--- config.mk ---
export PLATFORM = sky130hd
export DESIGN_NAME = wash_job_scheduler
export DESIGN_NICKNAME = d
export VERILOG_FILES = /design/src/rtl/wash_sched_pkg.sv /design/src/rtl/wash_job_fifo.sv /design/src/rtl/wash_job_scheduler.sv
export SDC_FILE = /design/constraint.sdc
export NUM_CORES = 1
export LEC_CHECK = 0
export CAP_MARGIN = 20
export CORE_UTILIZATION = 45
export CTS_CLUSTER_DIAMETER = 40
export DETAILED_ROUTE_END_ITERATION = 7
export HOLD_SLACK_MARGIN = 0.12
export PLACE_DENSITY_LB_ADDON = 0.1
export SYNTH_ARGS = -nofsm -noshare
export SYNTH_HDL_FRONTEND = slang
export SYNTH_SLANG_ARGS = --single-unit
--- constraint.sdc ---
create_clock -name clk -period 3.2 [get_ports clk]
set_input_delay 0.8 -clock clk [delete_from_list [all_inputs] [get_ports clk]]
set_output_delay 0.8 -clock clk [all_outputs]
set_load 0.02 [all_outputs]
--- src/rtl/wash_sched_pkg.sv ---
// rtl/wash_sched_pkg.sv - shared types, defaults and round-robin pick for the wash job scheduler
package wash_sched_pkg;

  typedef enum logic [1:0] {
    IDLE   = 2'd0,
    START  = 2'd1,
    SETTLE = 2'd2
  } sched_state_e;

  localparam int N_MACH_DEF  = 4;
  localparam int Q_DEPTH_DEF = 4;

  typedef struct packed {
    logic       found;
    logic [2:0] idx;
  } rr_pick_t;

  // First idle machine at or after ptr, modulo n; busy bits above n must read as 1.
  function automatic rr_pick_t rr_pick(input logic [7:0] busy, input logic [2:0] ptr, input int n);
    rr_pick_t r;
    int       idx;
    r = '0;
    for (int i = 7; i >= 0; i--) begin
      if (i < n) begin
        idx = int'(ptr) + i;
        if (idx >= n) idx = idx - n;
        if (!busy[3'(idx)]) begin
          r.found = 1'b1;
          r.idx   = 3'(idx);
        end
      end
    end
    return r;
  endfunction

endpackage

--- src/rtl/wash_job_fifo.sv ---
// rtl/wash_job_fifo.sv - 1-bit wide pending-job FIFO holding the double-wash flag
module wash_job_fifo #(
  parameter int DEPTH = 4
) (
  input  logic                     clk,
  input  logic                     rst_n,
  input  logic                     push,
  input  logic                     push_data,
  input  logic                     pop,
  output logic                     pop_data,
  output logic                     full,
  output logic                     empty,
  output logic [$clog2(DEPTH):0]   count
);
  localparam int AW = $clog2(DEPTH);

  logic [DEPTH-1:0] mem;
  logic [AW-1:0]    wr_ptr;
  logic [AW-1:0]    rd_ptr;
  logic             do_push;
  logic             do_pop;

  assign full     = (count == (AW+1)'(DEPTH));
  assign empty    = (count == '0);
  assign do_push  = push & !full;
  assign do_pop   = pop & !empty;
  assign pop_data = mem[rd_ptr];

  always_ff @(posedge clk) begin
    if (do_push) mem[wr_ptr] <= push_data;
  end

  // Pointers wrap naturally because DEPTH is a power of two.
  always_ff @(posedge clk or negedge rst_n) begin
    if (!rst_n) begin
      wr_ptr <= '0;
      rd_ptr <= '0;
      count  <= '0;
    end else begin
      if (do_push) wr_ptr <= wr_ptr + 1'b1;
      if (do_pop)  rd_ptr <= rd_ptr + 1'b1;
      case ({do_push, do_pop})
        2'b10:   count <= count + 1'b1;
        2'b01:   count <= count - 1'b1;
        default: count <= count;
      endcase
    end
  end

endmodule

--- src/rtl/wash_job_scheduler.sv ---
// rtl/wash_job_scheduler.sv - queues paid wash jobs and dispatches them round-robin to idle machines
module wash_job_scheduler
  import wash_sched_pkg::*;
#(
  parameter int N_MACH  = N_MACH_DEF,
  parameter int Q_DEPTH = Q_DEPTH_DEF
) (
  input  logic                       clk,
  input  logic                       rst_n,
  input  logic                       job_valid,
  input  logic                       job_double,
  output logic                       job_ready,
  input  logic [N_MACH-1:0]          mach_done,
  output logic [N_MACH-1:0]          mach_start,
  output logic [N_MACH-1:0]          mach_double,
  output logic [N_MACH-1:0]          mach_busy,
  output logic [$clog2(Q_DEPTH):0]   queue_count,
  output logic                       all_busy,
  output logic                       done_err
);
  sched_state_e      state;
  sched_state_e      state_next;
  logic [2:0]        rr_ptr;
  logic [2:0]        rr_next;
  logic              fifo_full;
  logic              fifo_empty;
  logic              fifo_head;
  logic              push;
  logic              pop;
  logic [7:0]        busy_pad;
  rr_pick_t          pick;
  logic [N_MACH-1:0] grant_vec;

  assign job_ready = !fifo_full;
  assign all_busy  = &mach_busy;
  assign push      = job_valid & !fifo_full;

  wash_job_fifo #(.DEPTH(Q_DEPTH)) u_fifo (
    .clk       (clk),
    .rst_n     (rst_n),
    .push      (push),
    .push_data (job_double),
    .pop       (pop),
    .pop_data  (fifo_head),
    .full      (fifo_full),
    .empty     (fifo_empty),
    .count     (queue_count)
  );

  always_ff @(posedge clk or negedge rst_n) begin
    if (!rst_n) state <= IDLE;
    else        state <= state_next;
  end

  always_comb begin
    busy_pad               = '1;
    busy_pad[N_MACH-1:0]   = mach_busy;
    pick                   = rr_pick(busy_pad, rr_ptr, N_MACH);
    state_next             = state;
    pop                    = 1'b0;
    grant_vec              = '0;
    rr_next                = rr_ptr;
    case (state)
      IDLE: begin
        if (!fifo_empty && pick.found) begin
          pop        = 1'b1;
          grant_vec  = {{(N_MACH-1){1'b0}}, 1'b1} << pick.idx;
          rr_next    = pick.idx + 3'd1;
          if (rr_next == 3'(N_MACH)) rr_next = '0;
          state_next = START;
        end
      end
      START:   state_next = SETTLE;
      SETTLE:  state_next = IDLE;
      default: state_next = IDLE;
    endcase
  end

  // A grant only targets an idle machine, so it never collides with a done clear.
  always_ff @(posedge clk or negedge rst_n) begin
    if (!rst_n) begin
      rr_ptr      <= '0;
      mach_start  <= '0;
      mach_double <= '0;
      mach_busy   <= '0;
      done_err    <= 1'b0;
    end else begin
      rr_ptr      <= rr_next;
      mach_start  <= grant_vec;
      mach_double <= grant_vec & {N_MACH{fifo_head}};
      mach_busy   <= (mach_busy & ~mach_done) | grant_vec;
      if (|(mach_done & ~mach_busy)) done_err <= 1'b1;
    end
  end

endmodule
# After elaboration in Yosys (flattened, before gate mapping)
# Index checks and enable logic that the tools add are counted.
# word_totals
register_bits	29
latch_bits	0
mem_bits_rw	0
romBits	0
inputBits	8
out_inout_bits	18
wordCells	92
mem_count	0
# classes
addsub	12
mul	0
div_mod_pow	0
magnitude_cmp	11
n_eq_ne	6
shift	1
n_mux	33
n_bitwise	9
reduce_logical	10
# op_table
op	count
$mux 4	6
$lt 3x5->1 const B	4
$mux 3	5
$and 4x4->4	3
$bmux 1 s3	4
$ge 4x3->1 const B	3
$mux 1	12
$sub 3x3->3 const B	4
$add 3x2->4 const B	2
$not 4->4	2
$add 3x1->3 const B	2
$eq 3x3->1 const B	2
$lt 2x3->1 const B	2
$pmux 3 s2	1
$add 2x1->2 const B	2
$add 3x1->4 const B	1
$bwmux 4	1
$eq 2x1->1 const B	2
$or 4x4->4	1
$pmux 2 s2	1
$reduce_and 4->1	1
$reduce_or 4->1	1
$shl 1x3->4 const A	1
$and 1x1->1	3
14 further kinds	16

# Logic depth before layout (Yosys ltp)
# logic_depth
word_depth	16
depth_mapped	16
depth_no_buf	12

# Cells and area by module
# A second synthesis with hierarchy kept.
# hier_totals
hier_cells	146
hier_area_um2	1680.4
# by_module_without_submodules
mod	instances	cells_each	area_each_um2	seq_area_each_um2
wash_job_scheduler	1	104	1097.3	450.4
wash_job_fifo	1	42	583.1	295.3

# Worst setup path after synthesis
# Ideal clock, no wire load.
# synth_path
kind	register -> register
startpoint	reg rr_ptr[0]
endpoint	reg u_fifo.count[2]
setup_time_ns	0.080
arrival_ns	3.261
required_ns	3.120
setup_slack_ns	-0.141
stages_incl_launch_ff	17
n_path_buf	4
period_less_slack_ns	3.341
path_cell_list	dfrtp_1 -> buf_6 -> clkbuf_1 -> inv_1 -> ha_1 -> buf_6 -> mux2_1 -> o21a_1 -> o2111ai_2 -> and2_1 -> buf_6 -> ha_1 -> inv_1 -> fa_1 -> xor2_1 -> nor2_1 -> xor2_1
# synth_via
elab_chain_len	16
elab_cells_between_ends	39
cone_classes	add/sub (7); order compare (4); eq/ne (2); mux (23); bitwise (1); reduce/logical (2)
# synth_rtl
element	line_no	rtl
from (decl)	wash_job_scheduler.sv:23	logic [2:0] rr_ptr;
from (signal assigned)	wash_job_scheduler.sv:88	rr_ptr <= rr_next;
$add 3x2->4	wash_sched_pkg.sv:25	idx = int'(ptr) + i;
$ge 4x3->1 / $sub 3x3->3 (equally long branches)	wash_sched_pkg.sv:26	if (idx >= n) idx = idx - n;
$mux 3	wash_sched_pkg.sv:26	
$bmux 1 s3	wash_sched_pkg.sv:27	if (!busy[3'(idx)]) begin
$mux 1 (not written as such) (2 in series)	wash_sched_pkg.sv:27	
$mux 4 (3 in series)	wash_sched_pkg.sv:27	
$mux 4 (*)	wash_sched_pkg.sv:27	
$logic_and 1x1->1 (*)	wash_job_scheduler.sv:65	if (!fifo_empty && pick.found) begin
$mux 1 (*)	wash_job_scheduler.sv:65	
$mux 1 (*)	wash_job_scheduler.sv:63	case (state)
$and 1x1->1 (*)	wash_job_fifo.sv:26	assign do_pop = pop & !empty;
via u_fifo.do_pop	wash_job_fifo.sv:21	logic do_pop;
$eq 2x1->1 / $eq 2x2->1 (equally long branches)	wash_job_fifo.sv:42	case ({do_push, do_pop})
$pmux 3 s2 / $reduce_bool 2->1 (equally long branches)	--	
to (signal assigned)	wash_job_fifo.sv:43	2'b10: count <= count + 1'b1;
to (signal assigned)	wash_job_fifo.sv:44	2'b01: count <= count - 1'b1;
to (signal assigned)	wash_job_fifo.sv:45	default: count <= count;
to (decl)	wash_job_fifo.sv:13	output logic [$clog2(DEPTH):0] count
# Mark *: on every way through the listed nets, which the timed path passes. The rest lies on a longest branch. The select of a mux whose other input is x is not followed.
# A chain may end at the register's enable or synchronous reset.

# Final worst setup path
# layout_path
startpoint	reg rr_ptr[1]
endpoint	reg u_fifo.count[2]
# layout_via
elab_chain_len	16
elab_cells_between_ends	39
cone_classes	add/sub (7); order compare (4); eq/ne (2); mux (23); bitwise (1); reduce/logical (2)
# layout_rtl
element	line_no
$add 3x2->4	wash_sched_pkg.sv:25
$ge 4x3->1 / $sub 3x3->3 (equally long branches)	wash_sched_pkg.sv:26
$mux 3	wash_sched_pkg.sv:26
$bmux 1 s3	wash_sched_pkg.sv:27
$mux 1 (not written as such) (2 in series)	wash_sched_pkg.sv:27
$mux 4 (3 in series)	wash_sched_pkg.sv:27
$mux 4 (*)	wash_sched_pkg.sv:27
$logic_and 1x1->1 (*)	wash_job_scheduler.sv:65
$mux 1 (*)	wash_job_scheduler.sv:65
$mux 1 (*)	wash_job_scheduler.sv:63
$and 1x1->1 (*)	wash_job_fifo.sv:26
$eq 2x1->1 / $eq 2x2->1 (equally long branches)	wash_job_fifo.sv:42
$pmux 3 s2 / $reduce_bool 2->1 (equally long branches)	--
# Mark *: on every way between the ends. The rest lies on a longest branch, timed or not. The select of a mux whose other input is x is not followed.

==> flow_summary.ini <==
[status]
status = completed

[worst_setup_path]
slowest_delay_ps = 430
crit_start = rr_ptr[1]$_DFFE_PN0N_
crit_fanout = 7
critPathSlowestCell = ha_1
cp-start-kind = register
crit_arrival_ps = 3180
critical_path_class = register to register
worstRegToRegCells = 12
rr_startpoint = rr_ptr[1]$_DFFE_PN0N_
cp-end-kind = register
worst_ep_required_time_ps = 3390
path_cells = inv_1 -> ha_1 -> mux2_1 -> o21a_1 -> o2111ai_2 -> and2_1 -> ha_1 -> inv_1 -> fa_1 -> xor2_1 -> nor2_1 -> xor2_1

[cts]
cts_setup_buffers = 0
cts-root-buf = clkbuf_8
cts.clk_slew.worst_paths_ps = 60
hold_buffers = 0
cts_buffer_depth = 2
htreeDepth = 2
post_cts_resized = 0
insertion_delay_ps = 280
clock_sinks = 29
cts_tree = yes
numCtsBuffers = 5

[min_path]
hold_path.class = register to register
min_from = state[1]$_DFFE_PN0P_
hold_depth = 1

[finish]
final_cell_count_no_fill = 225
final_util_pct = 60.1
drive_gt1_share_pct = 12.3
nets = 200
area_growth_pct = 24.8
antenna_cells = 0

[synth]
yosysTopAreaCellShare_pct = 37.8
ys_seq_area_share_pct = 45.0
synth.most_common_cell = dfrtp_1
synthTopCellsByCount = dfrtp_1, inv_1, and3_1, ha_1, o21ai_0
synth_top_cell_by_area = dfrtp_1
synth_nets = 170
synth_ff_type = dfrtp_1
synthTopCellsByArea = dfrtp_1, ha_1, edfxtp_1
synth_cell_types = 41
yosys_warnings = 0
syn_area_per_cell_sq_um = 11.2
syn_inst = 148
syn-cell-area_sq_mm = 0.00166
synth-seq-cells = 29
synthArstFlopShare_pct = 86.2
synth_edf_count = 4

[global_routing]
grt_pass1_wl_mm = 5.55
grt_max_degree = 26
track_usage_pct = 18.7
antenna_found_initial = 0
grt_pass1_vias = 1204
grt-ovfl-total = 0

[drt]
drtIter0Drc = 97
routed_via_density = 5.22
wl_per_cell_microns = 14.3
dr.pass1.iters = 4
drc = 0
ant_nets = 0
routed_wl_mm = 3.22
vias = 1175

[power_and_ir_drop]
power_uw = 2300
power_density_mw_per_mm2 = 1110
vdd_drop_max_uv = 559
p_leak_uw = 0.000944

[place]
gp_congestion = 0.882
hpwl_mm = 2.38
dp_cells = 217
io_buffers = 25

[run]
cap_violations = 0

[sta]
grt_setup_unrepaired = no
max_freq_ghz = 0.334
slew_viol_final = 0
fin_crit_ps = 2990
min_period_over_period_pct = 93.5
setup_tns_ps = 0
setup_viol = 0
hold_viol = 0
clock_skew_ps = 4.85

[die]
num_io_pins = 26
fp.dieW_microns = 62.7
design.die.area_sq_mm = 0.00393
rows = 21
core-area_sq_mm = 0.00344
fp.dieH_microns = 62.7
start_util_pct = 48.1
==> report_power, final <==
part | internal [uW] | leakage [uW] | total (uW) | switching [uW]
Sequential | 518 | 0.000352 | 640 | 122
Combinational | 603 | 0.000536 | 1290 | 690
Clock | 221 | 0.0000556 | 364 | 143
==> cell families (layout without fill, tap and decap cells) <==
group           after synthesis  after routing  synth area share [%]
simple gates                 38             38                  12.8
compound gates               30             30                  14.1
flops                        29             29                  45.0
buf+inv                      22             53                  6.57
fa+ha+maj                    14             14                  11.0
mux                           8              8                  7.02
xor+xnor                      6              6                  3.17
other cells                   1              1                 0.226
==> per-stage QoR <==
| stage | hold slack, ps | setup WS, ps | cell area (sq um) |
|---|---|---|---|
| 2_1_floorplan | 404 | 2.64 | 1670 |
| 3_3_place_gp | 415 | 388 | 1950 |
| 3_5_place_dp | 421 | 207 | 1950 |
| 4_1_cts | 430 | 180 | 2070 |
| 5_1_grt | 457 | 37.9 | 2070 |
| 6_report | 427 | 209 | 2070 |
==> cell type report <==
class	instances	area, sq um
Clock buffer	7	108
Fill cell	291	1370
Inverter	14	52.6
Clock inverter	1	7.51
Tap cell	46	57.6
Multi-Input combinational cell	97	802
Timing Repair Buffer	31	295
Sequential cell	29	746
==> routing by layer <==
layer / track usage, % / routed length, microns / vias to the layer above
li1: - / - / 572
met1: 21.7 / 1430 / 577
met2: 33.0 / 1650 / 26
met3: 5.29 / 132 / 0
met4: 6.10 / 0 / 0
met5: 0 / 0 / -
==> flip-flops by register name, indices dropped and copies added, names as in the netlist <==
| name | flops |
|---|---|
| mach_busy | 4 |
| mach_double | 4 |
| mach_start | 4 |
| u_fifo.mem | 4 |
| rr_ptr | 3 |
| u_fifo.count | 3 |
| state | 2 |
| u_fifo.rd_ptr | 2 |
| u_fifo.wr_ptr | 2 |
| done_err | 1 |
==> final timing paths <==
| path | end | slack, ps |
|---|---|---|
| setup / recovery | u_fifo.count[2]$_DFFE_PN0P_ | 210 |
| hold / removal | state[1]$_DFFE_PN0P_ | 430 |
| setup reg to reg | u_fifo.count[2]$_DFFE_PN0P_ | 210 |
| hold reg to reg | state[1]$_DFFE_PN0P_ | 430 |
| max in group asynchronous | u_fifo.wr_ptr[1]$_DFFE_PN0P_ | 2070 |
| min in group asynchronous | mach_busy[1]$_DFF_PN0_ | 880 |
==> cells in the final DEF (no fill, tap or decap), types with 4 or more instances in the layout <==
master	count
a21oi_1	4
and2_1	4
and3_1	13
buf_4	6
clkbuf_8	6
clkdlybuf4s50_1	25
dfrtp_1	25
edfxtp_1	4
ha_1	13
inv_1	14
nand2_1	6
nor2_1	4
o21ai_0	7
o21bai_1	4
==> worst max-delay path, delay by kind of cell, from the launching register on <==
| kind | cells | cell delay [ps] |
|---|---|---|
| buffers and inverters | 2 | 140 |
| AO/OA/AOI/OAI | 2 | 390 |
| AND/OR/NAND/NOR | 2 | 310 |
| XOR/XNOR | 2 | 360 |
| multiplexers | 1 | 370 |
| adder cells (fa/ha/maj) | 3 | 1010 |
| flip-flops | 1 | 340 |
No activity file was read; power rests on OpenSTA's default activity.
